<file path="src/rtl/multicycle_control.sv">
// multicycle_control: multi-cycle MIPS main controller sequencing fetch, decode,
// execute, memory access and write-back, with a stall counter for mul.
module multicycle_control #(
   parameter int MUL_CYCLES = 4
) (
   input  logic       clk,
   input  logic       rst_n,
   input  logic [5:0] opcode,
   input  logic [5:0] funct,
   input  logic       mem_ready,
   output logic       pc_write,
   output logic       ir_write,
   output logic       mem_read,
   output logic       mem_write,
   output logic       iord,
   output logic       alu_src_a,
   output logic [1:0] alu_src_b,
   output logic [1:0] ALUop,
   output logic       reg_write,
   output logic       reg_dst,
   output logic       mem_to_reg,
   output logic       illegal,
   output logic [3:0] state
);
   localparam logic [3:0] FETCH    = 4'd0;
   localparam logic [3:0] DECODE   = 4'd1;
   localparam logic [3:0] EXEC_R   = 4'd2;
   localparam logic [3:0] EXEC_MUL = 4'd3;
   localparam logic [3:0] EXEC_SRL = 4'd4;
   localparam logic [3:0] EXEC_LUI = 4'd5;
   localparam logic [3:0] ADDR     = 4'd6;
   localparam logic [3:0] MEM_RD   = 4'd7;
   localparam logic [3:0] MEM_WR   = 4'd8;
   localparam logic [3:0] WB_ALU   = 4'd9;
   localparam logic [3:0] WB_MEM   = 4'd10;
   localparam logic [3:0] IDLE     = 4'd14;
   localparam logic [3:0] ILLEGAL  = 4'd15;

   localparam logic [2:0] C_NONE = 3'd0;
   localparam logic [2:0] C_R    = 3'd1;
   localparam logic [2:0] C_MUL  = 3'd2;
   localparam logic [2:0] C_SRL  = 3'd3;
   localparam logic [2:0] C_LW   = 3'd4;
   localparam logic [2:0] C_SW   = 3'd5;
   localparam logic [2:0] C_LUI  = 3'd6;

   logic [3:0] state_next;
   logic [2:0] cls, cls_next;
   logic [7:0] cnt;

   always_comb begin
      cls_next = C_NONE;
      if (opcode == 6'b000000)
         cls_next = (funct == 6'b100000 || funct == 6'b100010) ? C_R :
                    (funct == 6'b011000) ? C_MUL :
                    (funct == 6'b000010) ? C_SRL : C_NONE;
      else
         cls_next = (opcode == 6'b100011) ? C_LW :
                    (opcode == 6'b101011) ? C_SW :
                    (opcode == 6'b001111) ? C_LUI : C_NONE;
   end

   always_comb begin
      state_next = IDLE;
      case (state)
         IDLE:     state_next = FETCH;
         FETCH:    state_next = mem_ready ? DECODE : FETCH;
         DECODE:   state_next = (cls_next == C_R)   ? EXEC_R :
                                (cls_next == C_MUL) ? EXEC_MUL :
                                (cls_next == C_SRL) ? EXEC_SRL :
                                (cls_next == C_LUI) ? EXEC_LUI :
                                (cls_next == C_LW || cls_next == C_SW) ? ADDR : ILLEGAL;
         EXEC_R,
         EXEC_SRL,
         EXEC_LUI: state_next = WB_ALU;
         EXEC_MUL: state_next = (cnt == 8'd0) ? WB_ALU : EXEC_MUL;
         ADDR:     state_next = (cls == C_SW) ? MEM_WR : MEM_RD;
         MEM_RD:   state_next = mem_ready ? WB_MEM : MEM_RD;
         MEM_WR:   state_next = mem_ready ? FETCH : MEM_WR;
         WB_ALU,
         WB_MEM:   state_next = FETCH;
         ILLEGAL:  state_next = ILLEGAL;
         default:  state_next = IDLE;
      endcase
   end

   // the counter is preloaded in DECODE so EXEC_MUL lasts exactly MUL_CYCLES cycles
   always_ff @(posedge clk or negedge rst_n) begin
      if (!rst_n) begin
         state <= IDLE;
         cls   <= C_NONE;
         cnt   <= 8'd0;
      end else begin
         state <= state_next;
         if (state == DECODE) begin
            cls <= cls_next;
            cnt <= 8'(MUL_CYCLES - 1);
         end else if (state == EXEC_MUL && cnt != 8'd0) begin
            cnt <= cnt - 8'd1;
         end
      end
   end

   always_comb begin
      pc_write   = 1'b0;
      ir_write   = 1'b0;
      mem_read   = 1'b0;
      mem_write  = 1'b0;
      iord       = 1'b0;
      alu_src_a  = 1'b0;
      alu_src_b  = 2'b00;
      ALUop      = 2'b00;
      reg_write  = 1'b0;
      reg_dst    = 1'b0;
      mem_to_reg = 1'b0;
      illegal    = 1'b0;
      case (state)
         FETCH: begin
            mem_read  = 1'b1;
            alu_src_b = 2'b01;
            pc_write  = mem_ready;
            ir_write  = mem_ready;
         end
         EXEC_R, EXEC_MUL: begin
            alu_src_a = 1'b1;
            ALUop     = 2'b10;
         end
         EXEC_SRL: begin
            alu_src_a = 1'b1;
            ALUop     = 2'b01;
         end
         EXEC_LUI: begin
            alu_src_a = 1'b1;
            alu_src_b = 2'b10;
            ALUop     = 2'b11;
         end
         ADDR: begin
            alu_src_a = 1'b1;
            alu_src_b = 2'b10;
         end
         MEM_RD: begin
            mem_read = 1'b1;
            iord     = 1'b1;
         end
         MEM_WR: begin
            mem_write = 1'b1;
            iord      = 1'b1;
         end
         WB_ALU: begin
            reg_write = 1'b1;
            reg_dst   = (cls != C_LUI);
         end
         WB_MEM: begin
            reg_write  = 1'b1;
            mem_to_reg = 1'b1;
         end
         ILLEGAL: illegal = 1'b1;
         default: ;
      endcase
   end
endmodule
</file>
<file path="config.mk">
export PLATFORM = sky130hd
export DESIGN_NAME = multicycle_control
export DESIGN_NICKNAME = d
export VERILOG_FILES = /design/src/rtl/multicycle_control.sv
export SDC_FILE = /design/constraint.sdc
export NUM_CORES = 1
export LEC_CHECK = 0
export ABC_CLOCK_PERIOD_IN_PS = 1700
export BUFFER_PORTS_ARGS = -buffer_cell sky130_fd_sc_hd__buf_2
export CORE_MARGIN = 5
export CORE_UTILIZATION = 45
export DETAILED_ROUTE_END_ITERATION = 7
export HOLD_SLACK_MARGIN = 0.06
export PLACE_DENSITY = 0.73
export SLEW_MARGIN = 20
export SYNTH_ARGS = -nofsm -noshare
export SYNTH_HDL_FRONTEND = slang
export SYNTH_SLANG_ARGS = --single-unit
</file>
<file path="constraint.sdc">
create_clock -name clk -period 1.7 [get_ports clk]
set_input_delay 0.085 -clock clk [delete_from_list [all_inputs] [get_ports clk]]
set_output_delay 0.085 -clock clk [all_outputs]
set_load 0.05 [all_outputs]
</file>
Yosys cells after proc, flatten, opt, wreduce, memory -nomap -nowiden
Index checks and enable logic that the tools add are counted.

operators by class
  reductions and logical operators = 16
  add/sub/neg operators = 1
  muxes and demuxes = 31
  eq/ne operators = 27

operator list
  cell                                                                count
  4-bit 2-to-1 mux                                                    9
  4-bit one-hot mux with 9 select lines                               1
  6-bit == test, second input constant                                4
  4-bit == test, second input constant                                5
  4-bit by 3-bit == test with 1-bit output, second input constant     4
  8-bit 2-to-1 mux                                                    2
  3-bit == test, second input constant                                4
  3-bit 2-to-1 mux                                                    4
  1-bit 2-to-1 mux                                                    10
  2-bit OR reduction                                                  5
  4-bit by 2-bit == test with 1-bit output, second input constant     2
  8-bit zero test                                                     1
  8-bit nonzero test                                                  1
  8-bit by 1-bit subtractor with 8-bit output, second input constant  1
  3-bit by 2-bit == test with 1-bit output, second input constant     2
  6-bit by 2-bit == test with 1-bit output, second input constant     1
  6-bit by 4-bit == test with 1-bit output, second input constant     1
  6-bit by 5-bit == test with 1-bit output, second input constant     1
  6-bit zero test                                                     1
  2-bit 2-to-1 mux                                                    3
  2-bit one-hot mux with 3 select lines                               1
  3-bit OR reduction                                                  2
  5-bit OR reduction                                                  1
  4-bit by 1-bit == test with 1-bit output, second input constant     1
  other kinds (7)                                                     8

storage, ports and cells
  register bits = 15
  word-level logic and storage cells = 78
  output and inout port bits = 18
  input bits = 15

Logic depth before layout (Yosys ltp)
  depth after elaboration = 13
  gate-level depth with buffers = 6

Worst setup path after synthesis
No wires, ideal clock.

  path kind = flip-flop to output port
  start = reg state[0]
  end = out pc_write
  path slack = -1.757 ns
  arrival = 3.372 ns
  path buffers = 2
  cell stages (with the launch flop) = 5
  path through = dfrtp_1 > buf_1 > nor4_1 > and2_1 > buf_4

on the way
  longest elaborated chain between the ends = 2

RTL lines
  item                      line  source
  start: declaration        23    output logic [3:0] state
  start signal: assignment  94    state <= state_next;
  4-bit zero test           n/a
  1-bit 2-to-1 mux          n/a
  end: declaration          11    output logic pc_write,

No other way between the ends.

Final worst setup path
  start = reg state[1]
  end = out mem_read

on the way
  longest elaborated chain between the ends = 3
  elaborated cells on any way between the ends = 4

RTL lines
  item                                                                         line  source
  4-bit by 3-bit == test with 1-bit output or 4-bit zero test (tied branches)  117   case (state)
  2-bit OR reduction (no line) *                                               n/a
  1-bit 2-to-1 mux *                                                           117
  end: declaration                                                             13    output logic mem_read,

Mark *: on every way between the ends. The rest lies on a longest branch, timed or not.

==> flow_metrics.tcl <==
set metrics [dict create \
    cts_tree "yes" \
    yosysTopAreaCell "dfrtp_1" \
    die_h_um 62.3 \
    track_usage_pct 17.2 \
    start_util_pct 45.9 \
    grt_max_degree 19 \
    post-dp-hpwl_mm 2.40 \
    fin_crit_ns 1.70 \
    drc 0 \
    clock_power_share_pct 5.1 \
    die_w_um 62.3 \
    port_buffers 32 \
    clk_path_buf_depth 2 \
    drv_cap 0 \
    post_dp_cell_area_um2 1590 \
    placementRows 19 \
    yosysSeqAreaShare_pct 30.8 \
    grt_pass1_wl_mm 5.63 \
    avgSynthCellArea_um2 8.68 \
    ios 33 \
    grt_pass1_vias 1242 \
    drt-total-wl_mm 3.64 \
    dp_cells 209 \
    status "finished, violations left" \
    p_leak_nw 0.803 \
    power_density_nw_per_um2 2150 \
    cts_buffers 3 \
    syn-num-nets 159 \
    end_kind "primary output" \
    worstMarginPinSlew_ns 0.435 \
    setup_viol 1 \
    htree_levels 1 \
    p_sw_mw 2.12 \
    yosys-top-cells-count "14 x nand2_1, 12 x dfrtp_1, 10 x a21oi_1, 10 x nor2_1, 10 x o21ai_0" \
    antennaDiodeCount 0 \
    ant_nets 0 \
    grt_antenna_before_repair 0 \
    setup_ws_ns -0.00291 \
    postSynthCellCount 142 \
    total_power_mw 4.09 \
    synth_seq_cells 15 \
    synth_warnings 0 \
    path_class "flop to primary output" \
    drt-initial-drc-count 66 \
    crit_arrival_ns 1.62 \
    timing.final.crit_share_pct 100 \
    required_ns 1.62 \
    seqPwrFrac_pct 18.9 \
    tns_ns -0.00291 \
    vias 1332 \
    place.gp.congestion 0.791 \
    yosysMostFrequentCell "nand2_1" \
    die_area_um2 3890 \
    switching_share_pct 51.9 \
    hold_viol_final 0 \
    synth-edff-count 0 \
    skew_ns 0.00151 \
    synthToLayoutAreaGrowth_pct 54.0 \
    synth.distinct_cells 49 \
    rsz0062_at_grt "yes" \
    ys_top_cells_by_area "dfrtp_1 24%, dfstp_2 6.4%, nand2_1 4.3%, a21oi_1 4.1%, o21ai_0 4.1%" \
    clock_latency_ns 0.29 \
    slew_headroom_pct 70.8 \
    cts.sinks 15 \
    violations "setup timing" \
    synthFlopType "dfrtp_1" \
    coreArea_um2 2690 \
    drtPass1Iterations 4 \
    crit_chain "buf_12, or3_4, a21oi_4, buf_6" \
    combPwrFrac_pct 76.0 \
    viasPerCell 5.89 \
    slew_viol_final 0 \
    crit_path_start_kind "flop" \
    hold_path.class "input port to flop" \
    gr-total-overflow 0 \
    wl_per_cell_um 16.1 \
    instances_no_fill 226 \
    fin_area_um2 1900 \
    cp_slowest_stage_delay_ns 0.51 \
    critPathSlowestCell "dfstp_4" \
    postSynth.asyncResetShare_pct 100 \
    clk_pin_slew_ns 0.09 \
    vdd_drop_max_uv 1870 \
    synth_area_um2 1230 \
    netlist.area_leader.share_pct 24.4 \
    fmax_mhz 587 \
    nets 213 \
    path_max_fanout 5 \
    drive_gt1_share_pct 49.7 \
    cts_root_buffer "clkbuf_4" \
    p_int_mw 1.97 \
]
[critical path: cells and delay by family, from the launching register on]
kind	cells	cell delay, ns
AOI/OAI and AO/OA	1	0.13
and+or+nand+nor	1	0.37
buffers and inverters	2	0.32
DFF	1	0.51
[state kept, by name (all words and copies together), names as in the netlist]
name / flops
cnt: 8
cls: 3
state: 4
[layer usage]
metal / vias up / share of wire (%) / GRT usage, %
met2: 53 / 49 / 27.8
li1: 643 / - / -
met4: 0 / 2.8 / 3.18
met5: - / 0 / 0
met3: 13 / 5.7 / 4.50
met1: 623 / 42 / 23.2
[cell usage in the layout, fill, tap and decap left out, types with 2 or more instances in the layout]
cell type,count
buf_2,19
nor3_4,2
nor3_1,2
nor4_4,4
inv_1,5
o21ai_1,2
nand3_2,2
clkbuf_4,5
a31oi_1,2
buf_6,11
nor2b_1,2
a21oi_1,8
nand2_1,12
clkbuf_16,2
nor2_1,6
dfstp_4,2
buf_4,20
ha_1,2
nand2b_1,2
nor2_2,3
nand2_2,2
xnor2_1,2
nand3_1,2
a21oi_4,2
o211ai_1,6
o21ai_0,8
or3_1,2
dfrtp_1,11
and3b_1,4
a22oi_1,2
nor3b_1,3
[through the flow]
step           setup slack, ns  utilization (%)  hold WS (ns)
2_1_floorplan           -0.326                -        -0.211
6_report              -0.00291             70.7         0.100
3_3_place_gp             0.108             59.3       0.00260
3_5_place_dp            0.0516             59.3       0.00612
4_1_cts                -0.0260             64.8        0.0912
5_1_grt                -0.0449             70.7         0.117
[final timing paths]
| check | cells past startpoint | to | slack [ns] | start |
|---|---|---|---|---|
| max | 4 | mem_read | -0.003 | state[1]$_DFF_PN1_ |
| min | 3 | cls[0]$_DFFE_PN0P_ | 0.10 | opcode[3] |
| max reg2reg | 4 | state[1]$_DFF_PN1_ | 0.01 | state[2]$_DFF_PN1_ |
| min reg2reg | 2 | cls[2]$_DFFE_PN0P_ | 0.52 | cls[2]$_DFFE_PN0P_ |
| max in group asynchronous | 2 | state[3]$_DFF_PN1_ | 1.18 | rst_n |
| min in group asynchronous | 2 | cnt[6]$_DFFE_PN0P_ | 0.22 | rst_n |
[cells by family (layout without fill, tap and decap cells)]
logic type	Yosys count	in the layout	share of synthesized area, %
AO/OA/AOI/OAI	43	43	25.1
multiplexers	1	1	0.812
adder cells (fa/ha/maj)	2	2	2.03
flip-flops	15	15	30.8
AND/OR/NAND/NOR	64	64	33.2
buffers and inverters	14	67	5.99
XOR/XNOR	3	3	2.13
[power by group through the flow]
stage / clock (mW) / sequential (mW) / combinational (mW)
global route: 0.229 / 0.805 / 3.28
CTS: 0.217 / 0.739 / 2.73
floorplan: 0 / 0.869 / 1.82
finish: 0.209 / 0.773 / 3.10
detailed placement: 0 / 0.800 / 2.39
global placement: 0 / 0.783 / 2.34
[what timing repair did]
action / 4_1_cts / 5_1_grt
cloned: 0 / 2
buffers inserted: 5 / 5
resized for setup: 21 / 24
pin swaps: 0 / 11
setup endpoints to repair: 13 / 19
endpoints found under the hold margin: 15 / 0
hold buffers: 1 / 0
[cell type report]
cell class / count / area (um2)
repair buffers: 57 / 479
inverters: 6 / 26.3
multi-input cells: 113 / 938
fillers: 198 / 788
well taps: 31 / 38.8
clock buffers: 3 / 22.5
clock inverters: 1 / 5.00
flip-flops and latches: 15 / 388
Note: power is estimated with default switching activity, not from simulation.
